==> config.mk <==
export PLATFORM = sky130hd
export DESIGN_NAME = pwm_multi_channel_flat
export DESIGN_NICKNAME = d
export VERILOG_FILES = /design/src/rtl/pwm_multi_channel_if.sv /design/src/rtl/pwm_multi_channel.sv /design/src/flat_wrapper.sv
export SDC_FILE = /design/constraint.sdc
export NUM_CORES = 1
export LEC_CHECK = 0
export ABC_AREA = 1
export BUFFER_PORTS_ARGS = -buffer_cell sky130_fd_sc_hd__buf_2
export CORE_MARGIN = 1
export CORE_UTILIZATION = 30
export CTS_CLUSTER_DIAMETER = 50
export DETAILED_ROUTE_END_ITERATION = 7
export PLACE_DENSITY = 0.47
export SLEW_MARGIN = 20
export SYNTH_ARGS = -nofsm -noshare
export SYNTH_HDL_FRONTEND = slang
export SYNTH_SLANG_ARGS = --single-unit
==> constraint.sdc <==
create_clock -name clk -period 2.9 [get_ports clk]
set_input_delay 0.725 -clock clk [delete_from_list [all_inputs] [get_ports clk]]
set_output_delay 0.725 -clock clk [all_outputs]
set_load 0.01 [all_outputs]
==> src/rtl/pwm_multi_channel_if.sv <==
// rtl/pwm_multi_channel_if.sv - configuration write bus for pwm_multi_channel
interface pwm_multi_channel_if #(
   parameter int COUNTER_WIDTH = 16
);
   logic                     cfg_wr_en;
   logic [3:0]               cfg_ch;
   logic [COUNTER_WIDTH-1:0] cfg_period;
   logic [COUNTER_WIDTH-1:0] cfg_duty;
   logic                     cfg_mode;

   modport master (output cfg_wr_en, cfg_ch, cfg_period, cfg_duty, cfg_mode);
   modport slave  (input  cfg_wr_en, cfg_ch, cfg_period, cfg_duty, cfg_mode);
endinterface

==> src/rtl/pwm_multi_channel.sv <==
// rtl/pwm_multi_channel.sv - multi-channel PWM with shadowed (pending/active) per-channel config
// Define PWM_CENTER_ALIGN_EN to build center-aligned up/down counting selected by cfg_mode.
module pwm_multi_channel #(
   parameter int NUM_CH        = 4,
   parameter int COUNTER_WIDTH = 16
) (
   input  logic               clk,
   input  logic               rst_n,
   input  logic [NUM_CH-1:0]  ch_en,
   pwm_multi_channel_if.slave cfg,
   output logic [NUM_CH-1:0]  pwm_out,
   output logic [NUM_CH-1:0]  period_end
);
   localparam logic [COUNTER_WIDTH-1:0] ONE      = COUNTER_WIDTH'(1);
   localparam logic [4:0]               NUM_CH_W = 5'(NUM_CH);

`ifdef PWM_CENTER_ALIGN_EN
   typedef enum logic {DIR_UP = 1'b0, DIR_DOWN = 1'b1} dir_t;
`else
   logic unused_cfg_mode;
   assign unused_cfg_mode = cfg.cfg_mode;
`endif

   logic wr_valid;
   assign wr_valid = cfg.cfg_wr_en && ({1'b0, cfg.cfg_ch} < NUM_CH_W);

   for (genvar i = 0; i < NUM_CH; i++) begin : g_ch
      logic [COUNTER_WIDTH-1:0] cnt_q, cnt_d;
      logic [COUNTER_WIDTH-1:0] per_q, per_d;
      logic [COUNTER_WIDTH-1:0] duty_q, duty_d;
      logic [COUNTER_WIDTH-1:0] pper_q, pper_d;
      logic [COUNTER_WIDTH-1:0] pduty_q, pduty_d;
      logic                     pend_q, pend_d;
      logic                     pwm_q, pwm_d;
      logic                     pe_q, pe_d;
      logic                     wrap;
      logic                     wr_hit;
`ifdef PWM_CENTER_ALIGN_EN
      logic                     mode_q, mode_d;
      logic                     pmode_q, pmode_d;
      dir_t                     dir_q, dir_d;
`endif

      assign wr_hit = wr_valid && (cfg.cfg_ch == 4'(i));

      always_comb begin
         cnt_d   = cnt_q;
         per_d   = per_q;
         duty_d  = duty_q;
         pper_d  = pper_q;
         pduty_d = pduty_q;
         pend_d  = pend_q;
         pwm_d   = 1'b0;
         pe_d    = 1'b0;
         wrap    = 1'b0;
`ifdef PWM_CENTER_ALIGN_EN
         mode_d  = mode_q;
         pmode_d = pmode_q;
         dir_d   = dir_q;
`endif
         if (!ch_en[i]) begin
            cnt_d = '0;
`ifdef PWM_CENTER_ALIGN_EN
            dir_d = DIR_UP;
`endif
         end else begin
            pwm_d = (per_q != '0) && (cnt_q < duty_q);
            if (per_q <= ONE) begin
               wrap = 1'b1;
            end
`ifdef PWM_CENTER_ALIGN_EN
            else if (mode_q) begin
               // Turning point at P-1 counts as a down step so P=2 yields a 2-cycle period.
               if (dir_q == DIR_DOWN || cnt_q == per_q - ONE) begin
                  dir_d = DIR_DOWN;
                  if (cnt_q == ONE) begin
                     wrap = 1'b1;
                  end else begin
                     cnt_d = cnt_q - ONE;
                  end
               end else begin
                  cnt_d = cnt_q + ONE;
               end
            end
`endif
            else if (cnt_q == per_q - ONE) begin
               wrap = 1'b1;
            end else begin
               cnt_d = cnt_q + ONE;
            end

            if (wrap) begin
               cnt_d = '0;
               pe_d  = 1'b1;
`ifdef PWM_CENTER_ALIGN_EN
               dir_d = DIR_UP;
`endif
            end
         end

         // Load uses the pending registers as they stood before any same-cycle write.
         if ((wrap || !ch_en[i]) && pend_q) begin
            per_d  = pper_q;
            duty_d = pduty_q;
`ifdef PWM_CENTER_ALIGN_EN
            mode_d = pmode_q;
`endif
            pend_d = 1'b0;
         end

         if (wr_hit) begin
            pper_d  = cfg.cfg_period;
            pduty_d = cfg.cfg_duty;
`ifdef PWM_CENTER_ALIGN_EN
            pmode_d = cfg.cfg_mode;
`endif
            pend_d  = 1'b1;
         end
      end

      always_ff @(posedge clk or negedge rst_n) begin
         if (!rst_n) begin
            cnt_q   <= '0;
            per_q   <= '0;
            duty_q  <= '0;
            pper_q  <= '0;
            pduty_q <= '0;
            pend_q  <= 1'b0;
            pwm_q   <= 1'b0;
            pe_q    <= 1'b0;
`ifdef PWM_CENTER_ALIGN_EN
            mode_q  <= 1'b0;
            pmode_q <= 1'b0;
            dir_q   <= DIR_UP;
`endif
         end else begin
            cnt_q   <= cnt_d;
            per_q   <= per_d;
            duty_q  <= duty_d;
            pper_q  <= pper_d;
            pduty_q <= pduty_d;
            pend_q  <= pend_d;
            pwm_q   <= pwm_d;
            pe_q    <= pe_d;
`ifdef PWM_CENTER_ALIGN_EN
            mode_q  <= mode_d;
            pmode_q <= pmode_d;
            dir_q   <= dir_d;
`endif
         end
      end

      assign pwm_out[i]    = pwm_q;
      assign period_end[i] = pe_q;
   end

endmodule

==> src/flat_wrapper.sv <==
// flat-port wrapper written by rule: the top's interface ports become plain ports
module pwm_multi_channel_flat 
#(
   parameter int NUM_CH        = 4,
   parameter int COUNTER_WIDTH = 16
)
  (clk, rst_n, ch_en, pwm_out, period_end, cfg_cfg_wr_en, cfg_cfg_ch, cfg_cfg_period, cfg_cfg_duty, cfg_cfg_mode);
  pwm_multi_channel_if #(.COUNTER_WIDTH(COUNTER_WIDTH)) cfg_i ();
  input  logic clk;
  input  logic rst_n;
  input  logic [NUM_CH-1:0] ch_en;
  output logic [NUM_CH-1:0] pwm_out;
  output logic [NUM_CH-1:0] period_end;
  input wire logic [$bits(cfg_i.cfg_wr_en)-1:0] cfg_cfg_wr_en;
  input wire logic [$bits(cfg_i.cfg_ch)-1:0] cfg_cfg_ch;
  input wire logic [$bits(cfg_i.cfg_period)-1:0] cfg_cfg_period;
  input wire logic [$bits(cfg_i.cfg_duty)-1:0] cfg_cfg_duty;
  input wire logic [$bits(cfg_i.cfg_mode)-1:0] cfg_cfg_mode;
  assign cfg_i.cfg_wr_en = cfg_cfg_wr_en;
  assign cfg_i.cfg_ch = cfg_cfg_ch;
  assign cfg_i.cfg_period = cfg_cfg_period;
  assign cfg_i.cfg_duty = cfg_cfg_duty;
  assign cfg_i.cfg_mode = cfg_cfg_mode;
  pwm_multi_channel #(.NUM_CH(NUM_CH), .COUNTER_WIDTH(COUNTER_WIDTH)) u_core (.clk(clk), .rst_n(rst_n), .ch_en(ch_en), .cfg(cfg_i), .pwm_out(pwm_out), .period_end(period_end));
endmodule
==> results.yml, run 1 <==
cells_and_area:
  final_nets: 2455
  fillers: 6360
  area_growth_syn_to_layout_pct: 14.0
  fin_cells: 3158
  drive_gt1_frac: 0.105
power:
  seq_power_share: 0.336
  power_per_cell_area_mw_per_mm2: 992
  comb_power_share: 0.380
  clkPwrFrac: 0.284
  p_sw_w: 0.00838
  peakVddDrop_uv: 491
  p_sw_frac: 0.405
  internal_power_w: 0.0123
  p_leak_nw: 10.5
logic_synthesis:
  ys_seq_area_frac: 0.454
  synthTopCellsByCount: "708 x nand2_1, 332 x dfrtp_1, 242 x inv_1, 188 x nor2_1, 174 x nand3_1"
  yosys.area.top_type: "dfrtp_1"
  syn_area_mm2: 0.0183
  netlist_instances: 2301
  synthMostInstantiatedCell: "nand2_1"
  ys_ff_latch: 332
  yosysWarningCount: 0
  synth.area.top_cells: "dfrtp_1 45%, nand2_1 15%, inv_1 5.0%, ha_1 4.9%, nand3_1 4.8%"
  synthArstFlopShare: 1.00
  post-synth-top-area-fraction: 0.454
  yosys_most_used_dff: "dfrtp_1"
  avgSynthCellArea_um2: 7.95
  syn_nets: 2417
  synth_edf_count: 0
  ys_types: 50
detailed_routing:
  post_drt_wl_per_cell_um: 16.0
  first_iter_violations: 871
  ant_nets: 0
  vias_per_cell: 4.66
  wl_um: 50500
  drc: 0
  vias: 14700
  dr.pass1.iters: 7
clocking:
  cts.path.max_buffers: 3
  path_clk_slew_ns: 0.06
  h-tree-depth: 2
  clk_latency_ns: 0.58
  cts_buffers: 44
  clock-sinks: 332
  root_buffer: "clkbuf_16"
  ctsHoldBuffers: 0
  tritoncts: "done"
setup_path:
  crit_path_end_kind: "flip-flop"
  worst_r2r_startpoint: "u_core.g_ch[3].per_q[0]"
  crit_arrival_ns: 3.08
  cp-start-kind: "flip-flop"
  critPathKind: "reg2reg"
  cp_max_fo: 23
  slowest_delay_ns: 0.42
  crit_chain: "inv_1, ha_1, nand2_1, nand2_1, nand2_1, nand2_1, nand2_1, nor2_1, nand3_1, nor2_1, nand3_2, nand3_2, buf_4, nand3_1, nand2_1"
  cpMaxStageDelayCell: "dfrtp_1"
  cp-startpoint: "u_core.g_ch[3].per_q[0]"
  reg2reg_slack_ns: 0.33
  crit_top_cell: "nand2_1"
  cp.required_ns: 3.41
timing:
  timing.fmax_mhz: 389
  hold_viol: 0
  worst_pin_slew_ns: 0.636
  relSlewSlack: 0.574
  drv_slew: 0
  rsz0062_at_grt: "false"
  post-route-min-period_ns: 2.57
  clock_skew_ns: 0.0165
  setup_viol: 0
  finalCritPeriodShare: 0.887
  tns_ns: 0
hold_path:
  hold_path_class: "in2async"
die:
  initial_core_util: 0.303
  dieArea_mm2: 0.0620
  dieWidth_um: 249
  num_rows: 90
  io_pins: 52
  die_h_um: 249
  core_area_mm2: 0.0604
outcome:
  status: "complete, no violations"
global_route:
  grt_overflow: 0
  grt_pass1_wl_um: 81700
  grt_pass1_vias: 14700
  antenna_found_initial: 15
  track_usage: 0.167
  grt_max_degree: 66
placement:
  gp_congestion: 0.859
  dp_cells: 3075
  place_hpwl_um: 35900
  port_buffers: 50
flow_run:
  drv_cap: 0
-- power groups by stage --
stage | combinational (W) | sequential (W) | clock [W]
final | 0.00786 | 0.00696 | 0.00587
after global placement | 0.00776 | 0.00701 | 0
after detailed placement | 0.00787 | 0.00703 | 0
after CTS | 0.00791 | 0.00697 | 0.00604
after floorplan | 0.00631 | 0.00664 | 0
after global routing | 0.00917 | 0.00714 | 0.00624
-- per-stage QoR --
step	cell area [um^2]	worst slack [ns]	total power, W	util	hold slack [ns]
6_report	20900	0.329	0.0207	0.346	0.124
5_1_grt	20900	0.0101	0.0226	0.345	0.154
4_1_cts	20800	0.188	0.0209	0.345	0.121
3_5_place_dp	19300	0.184	0.0149	0.319	0.460
3_3_place_gp	19300	0.190	0.0148	0.319	0.457
2_1_floorplan	18300	0.813	0.0129	-	0.429
-- path summary, 6_finish.rpt --
path	end	cells after the start
max	u_core.g_ch[3].per_q[11]	15
min	u_core.g_ch[0].pwm_q	1
max reg2reg	u_core.g_ch[3].per_q[11]	15
min reg2reg	u_core.g_ch[1].duty_q[0]	2
max in group asynchronous	u_core.g_ch[2].cnt_q[4]	2
min in group clk	u_core.g_ch[2].pe_q	3
-- layout by cell type (no fill, tap or decap), drive strengths merged, types with 2 or more instances in the layout --
master / instances
nand2: 722
a21oi: 51
o21ai: 162
or2: 6
o2111ai: 2
a31oi: 2
nor2: 208
nand3b: 19
clkbuf: 60
nand4: 30
diode: 2
a21o: 3
inv: 252
nor4: 7
nand3: 220
and2: 2
o22ai: 2
buf: 78
o31ai: 4
bufinv: 7
dfrtp: 332
ha: 72
clkinv: 7
xor2: 47
xnor2: 28
o211ai: 4
nor3: 35
nor3b: 5
-- per-layer routing --
metal	part of all wire	global-route usage
met5	0.00073	0
met4	0.028	0.0584
met3	0.060	0.0343
met2	0.44	0.260
met1	0.47	0.230
-- flip-flops by register name (all words and copies together) (netlist names) --
register and flops:
u_core.g_ch.pend_q 4, u_core.g_ch.pwm_q 4, u_core.g_ch.cnt_q 64, u_core.g_ch.pduty_q 64, u_core.g_ch.duty_q 64, u_core.g_ch.per_q 64, u_core.g_ch.pe_q 4, u_core.g_ch.pper_q 64
-- repair_timing --
action,4_1_cts,5_1_grt
setup endpoints to repair,0,34
resized for setup,0,3
buffers inserted,0,0
-- logic make-up (layout without fill, tap and decap cells) --
kind of cell,Yosys count,after routing,share of synthesized area
compound gates,235,235,0.0678
xor+xnor,75,75,0.0359
fa+ha+maj,72,72,0.0492
buf+inv,332,405,0.0818
flops,332,332,0.454
other cells,0,2,0
simple gates,1255,1255,0.311
-- cell type report --
| type | count | area (um^2) | share of cell area |
|---|---|---|---|
| timing repair buffer | 78 | 549 | 0.0263 |
| sequential | 332 | 8310 | 0.398 |
| antenna | 2 | 5.00 | 0.000240 |
| inverter | 246 | 923 | 0.0443 |
| multi-input combinational | 1637 | 8510 | 0.408 |
| clock inverter | 21 | 317 | 0.0152 |
| tap | 782 | 978 | 0.0469 |
| clock buffer | 60 | 1260 | 0.0605 |
-- critical path, delay by kind of cell (launching register included) --
| family | cells | cell delay, ns |
|---|---|---|
| DFF | 1 | 0.42 |
| and+or+nand+nor | 12 | 1.27 |
| adders and majority gates | 1 | 0.29 |
| buffers and inverters | 2 | 0.50 |
Power figures use the tool's default switching activity.
==> run 2: changes to the inputs <==
CORE_UTILIZATION = 43   (was 30)
PLACE_DENSITY = 0.62   (was 0.47)
==> run 2 against run 1 <==
Compared with the run above:
- first-iteration DRC count is 5.3% higher
- register-to-register slack got worse by 0.08 ns
- critical path depth down 2
- die area fell by 30%
- core utilization is 14 points higher
- non-clock buffer count is 1 higher
- combinational power is essentially flat
- total power down 2.3%
==> results.yml, run 2 (same netlist as run 1, synthesis figures left out) <==
timing:
  drv_slew: 0
  timing.fmax_mhz: 378
  clock_skew_ns: 0.0132
  post-route-min-period_ns: 2.65
  finalCritPeriodShare: 0.913
  rsz0062_at_grt: "false"
  worst_pin_slew_ns: 0.722
  hold_viol: 0
  tns_ns: 0
  relSlewSlack: 0.519
  setup_viol: 0
cells_and_area:
  area_growth_syn_to_layout_pct: 11.8
  final_common_cell: "nand2_1"
  antennaDiodeCount: 0
  final_cell_mix: "708 x nand2_1, 332 x dfrtp_1, 242 x inv_1"
  multi_input_area_mm2: 0.00851
  fin_util: 0.487
  drive_gt1_frac: 0.104
  fillers: 4051
  seqCellArea_mm2: 0.00831
  final_nets: 2454
  fin_area_mm2: 0.0204
  fin_cells: 2910
setup_path:
  cp.required_ns: 3.40
  cp-start-kind: "flip-flop"
  crit_arrival_ns: 3.14
  cp_top_family: "simple AND/OR/NAND/NOR gates"
  critPathKind: "reg2reg"
  slowest_delay_ns: 0.42
  crit_chain: "inv_1, ha_1, nand2_1, nor2_1, nand3_1, nand2_1, nand3_1, nor3_1, nand3_2, nand3_4, buf_4, nand3_1, nand2_1"
  cp_max_fo: 24
  critPathBufInv: 2
  crit_path_end_kind: "flip-flop"
  cpMaxStageDelayCell: "dfrtp_1"
power:
  p_leak_nw: 10.4
  power_per_cell_area_mw_per_mm2: 989
  peakVddDrop_uv: 450
die:
  die_h_um: 208
  dieArea_mm2: 0.0434
  initial_core_util: 0.436
  io_pins: 52
  core_area_mm2: 0.0419
  num_rows: 75
  dieWidth_um: 208
outcome:
  status: "complete, no violations"
placement:
  port_buffers: 50
  place_hpwl_um: 34000
  dpl_cell_area_mm2: 0.0190
  dp_cells: 2833
  gp_congestion: 0.888
detailed_routing:
  post_drt_wl_per_cell_um: 16.0
  wl_um: 46600
  vias: 14800
  vias_per_cell: 5.10
  first_iter_violations: 917
  ant_nets: 0
  dr.pass1.iters: 5
  drc: 0
global_route:
  track_usage: 0.223
  grt_max_degree: 82
  grt_pass1_wl_um: 77000
  grt_pass1_vias: 14600
  antenna_found_initial: 1
  grt_overflow: 0
clocking:
  clock-sinks: 332
  ctsHoldBuffers: 0
  clk_latency_ns: 0.56
  tritoncts: "done"
  path_clk_slew_ns: 0.06
  h-tree-depth: 2
  cts.path.max_buffers: 3
  cts_buffers: 42
  root_buffer: "clkbuf_16"
flow_run:
  drv_cap: 0
hold_path:
  hold_path_class: "in2async"
[run 2: cell types whose count changed in the layout (fill, tap and decap cells not counted)]
cell / delta
diode_2: -2
inv_6: -2
buf_4: -1
bufinv_16: -4
buf_12: +2
clkinvlp_4: +3
clkbuf_1: -1
clkbuf_8: -3
clkinv_4: +3
[run 2: path summary, 6_finish.rpt]
path | start | end | slack, ns | cells after the start
setup / recovery | u_core.g_ch[0].per_q[0] | u_core.g_ch[0].per_q[5] | 0.25 | 13
hold / removal | rst_n | u_core.g_ch[3].cnt_q[12] | 0.15 | 1
setup reg to reg | u_core.g_ch[0].per_q[0] | u_core.g_ch[0].per_q[5] | 0.25 | 13
hold reg to reg | u_core.g_ch[0].duty_q[7] | u_core.g_ch[0].duty_q[7] | 0.47 | 2
max in group asynchronous | rst_n | u_core.g_ch[1].cnt_q[3] | 1.93 | 2
min in group clk | ch_en[3] | u_core.g_ch[3].cnt_q[15] | 0.45 | 3
[run 2: stage by stage]
| step | total power (W) | setup slack [ns] | hold WS, ns |
|---|---|---|---|
| 2_1_floorplan | 0.0129 | 0.813 | 0.429 |
| 3_3_place_gp | 0.0147 | 0.222 | 0.457 |
| 3_5_place_dp | 0.0149 | 0.239 | 0.459 |
| 4_1_cts | 0.0204 | 0.190 | 0.197 |
| 5_1_grt | 0.0219 | 0.0368 | 0.229 |
| 6_report | 0.0202 | 0.252 | 0.147 |
[run 2: final cells by class]
class	count	area share
Multi-Input combinational cell	1637	0.416
Sequential cell	332	0.406
Inverter	246	0.0452
Tap cell	539	0.0330
Clock buffer	56	0.0595
Timing Repair Buffer	79	0.0285
Clock inverter	21	0.0111
[run 2: power by group]
group	internal, W	switching [W]
combinational	0.00283	0.00500
clock	0.00326	0.00212
sequential	0.00581	0.00120
total	0.0119	0.00832
[run 2: worst register-to-register path, delay by kind of cell, from the launching register on]
family                   cells  cell delay, ns
AND/OR/NAND/NOR             10            1.37
buffers and inverters        2            0.45
flip-flops                   1            0.42
adder cells (fa/ha/maj)      1            0.34
[run 2: timing repair]
item | in CTS | in global routing
buffers inserted | 0 | 0
resized for setup | 0 | 3
setup endpoints to repair | 0 | 65
[run 2: metal layers]
| layer | track usage | vias to the layer above | routed length, um |
|---|---|---|---|
| met2 | 0.363 | 272 | 21600 |
| met4 | 0.0672 | 0 | 1130 |
| met5 | 0 | - | 0 |
| li1 | - | 7422 | - |
| met1 | 0.311 | 7071 | 21900 |
| met3 | 0.0272 | 68 | 1940 |
==> run 3: changes to the inputs <==
REMOVE_ABC_BUFFERS = 1   (was default)
==> run 3 against run 2 <==
Compared with the run above:
- worst hold slack worse by 0.043 ns
- core utilization fell by 0.087 points
- largest power group unchanged
- first-iteration DRC count rose by 2.4%
- critical path type unchanged
- critical path depth stayed put
- cell area down 0.18%
- largest cell class unchanged
- sequential cell count is the same
- critical endpoint is now u_core.g_ch[0].per_q[12]
- maximum frequency is 2.6% higher
- sequential power fell by 0.6%
- via count up 0.44%
- global-route usage is 0.12 points lower
- routed wire length fell by 0.11%
- die area unchanged
==> results.yml, run 3 (same netlist as run 1, synthesis figures left out) <==
cells_and_area:
  fillers: 4033
  final_nets: 2448
  multi_input_area_mm2: 0.00852
  final_common_cell: "nand2_1"
  drive_gt1_frac: 0.102
  final_cell_mix: "708 x nand2_1, 332 x dfrtp_1, 242 x inv_1"
  fin_cells: 2905
  seqCellArea_mm2: 0.00831
  area_growth_syn_to_layout_pct: 11.6
timing:
  finalCritPeriodShare: 0.890
  holdWs_ns: 0.104
  relSlewSlack: 0.373
  clock_skew_ns: 0.0232
  timing.fmax_mhz: 387
  finalWorstSetupSlack_ns: 0.318
  hold_viol: 0
  setup_viol: 0
  rsz0062_at_grt: "false"
  post-route-min-period_ns: 2.58
  worst_pin_slew_ns: 0.940
  drv_slew: 0
  tns_ns: 0
clocking:
  cts.path.max_buffers: 3
  clk_latency_ns: 0.55
  clock-sinks: 332
  postCtsSetupRepairBufs: 0
  h-tree-depth: 2
  path_clk_slew_ns: 0.06
  root_buffer: "clkbuf_16"
  cts_buffers: 42
  tritoncts: "done"
detailed_routing:
  drc: 0
  first_iter_violations: 939
  post_drt_wl_per_cell_um: 16.0
  wl_um: 46500
  dr.pass1.iters: 5
  ant_nets: 0
  vias_per_cell: 5.13
  vias: 14900
setup_path:
  cp-start-kind: "flip-flop"
  cpMaxStageDelayCell: "dfrtp_1"
  crit_path_end_kind: "flip-flop"
  cp.required_ns: 3.33
  slowest_delay_ns: 0.42
  crit_arrival_ns: 3.01
  crit_chain: "inv_1, ha_1, nand2_2, nor2_4, nand2_1, nand2_1, nand2_1, nor3_1, nand3_2, nand3_4, nand2_4, nand2_1, nand2_1"
  cp_max_fo: 32
  crit_top_cell: "nand2_1"
  critPathBufInv: 1
  cp_top_family: "simple AND/OR/NAND/NOR gates"
  critPathKind: "reg2reg"
placement:
  gp_congestion: 0.928
  dp_worst_setup_slack_ns: 0.165
  dp_cells: 2827
  port_buffers: 50
  place_hpwl_um: 33300
global_route:
  grt_overflow: 0
  antenna_found_initial: 8
  track_usage: 0.222
  grt_pass1_vias: 14600
  grt_pass1_wl_um: 76600
  grt_max_degree: 78
power:
  p_leak_nw: 10.4
  power_per_cell_area_mw_per_mm2: 987
  comb_power_share: 0.385
  peakVddDrop_uv: 568
  clkPwrFrac: 0.269
  p_sw_w: 0.00821
  internal_power_w: 0.0119
  p_sw_frac: 0.408
  seq_power_share: 0.346
flow_run:
  drv_cap: 0
die:
  num_rows: 75
  initial_core_util: 0.436
  die_h_um: 208
  core_area_mm2: 0.0419
  dieArea_mm2: 0.0434
  io_pins: 52
  dieWidth_um: 208
hold_path:
  hold_path_class: "in2async"
outcome:
  status: "complete, no violations"
## run 3: changes by cell type in the layout (fill, tap and decap cells not counted), sizes merged
| cell | previous run | this run |
|---|---|---|
| diode | 0 | 2 |
| inv | 250 | 248 |
| bufinv | 3 | 5 |
| buf | 79 | 73 |
| clkinvlp | 4 | 3 |
| clkinv | 10 | 13 |
| clkbuf | 56 | 53 |
## run 3: layout make-up
class / instances / area share
Multi-Input combinational cell: 1637 / 0.417
Sequential cell: 332 / 0.407
Clock buffer: 53 / 0.0570
Inverter: 246 / 0.0452
Tap cell: 539 / 0.0330
Timing Repair Buffer: 73 / 0.0249
Clock inverter: 23 / 0.0150
Antenna cell: 2 / 0.000245
## run 3: metal layers
layer	vias up	part of all wire	wire (um)	GRT usage
li1	7430	-	-	-
met1	7109	0.47	22100	0.309
met2	288	0.45	21100	0.355
met3	71	0.044	2040	0.0288
met4	0	0.029	1370	0.0746
met5	-	0	0	0
## run 3: worst paths after layout
path	start	endpoint	slack, ns	cells past startpoint
min	rst_n	u_core.g_ch[2].pper_q[2]	0.10	1
min reg2reg	u_core.g_ch[0].duty_q[7]	u_core.g_ch[0].duty_q[7]	0.47	2
max reg2reg	u_core.g_ch[0].per_q[0]	u_core.g_ch[0].per_q[12]	0.32	13
max in group asynchronous	rst_n	u_core.g_ch[3].duty_q[7]	1.97	2
max	u_core.g_ch[0].per_q[0]	u_core.g_ch[0].per_q[12]	0.32	13
min in group clk	u_core.g_ch[0].duty_q[7]	u_core.g_ch[0].duty_q[7]	0.47	2
## run 3: repair_timing
item / in CTS / in global routing
endpoints found under the setup margin: 0 / 60
hold endpoints to repair: 0 / 0
hold buffers: 0 / 0
gates resized for setup: 0 / 3
## run 3: stage by stage
stage	area (um^2)	power, W	util
after detailed placement	18900	0.0147	0.451
after global routing	20400	0.0218	0.486
final	20400	0.0201	0.487
after global placement	18900	0.0145	0.451
after floorplan	17700	0.0127	-
after CTS	20400	0.0203	0.486
## run 3: power by group through the flow
stage	registers (W)	clock network, W	logic (W)
final	0.00697	0.00542	0.00776
after CTS	0.00696	0.00555	0.00776
after floorplan	0.00671	0	0.00594
after global routing	0.00714	0.00571	0.00900
after detailed placement	0.00702	0	0.00771
after global placement	0.00700	0	0.00754
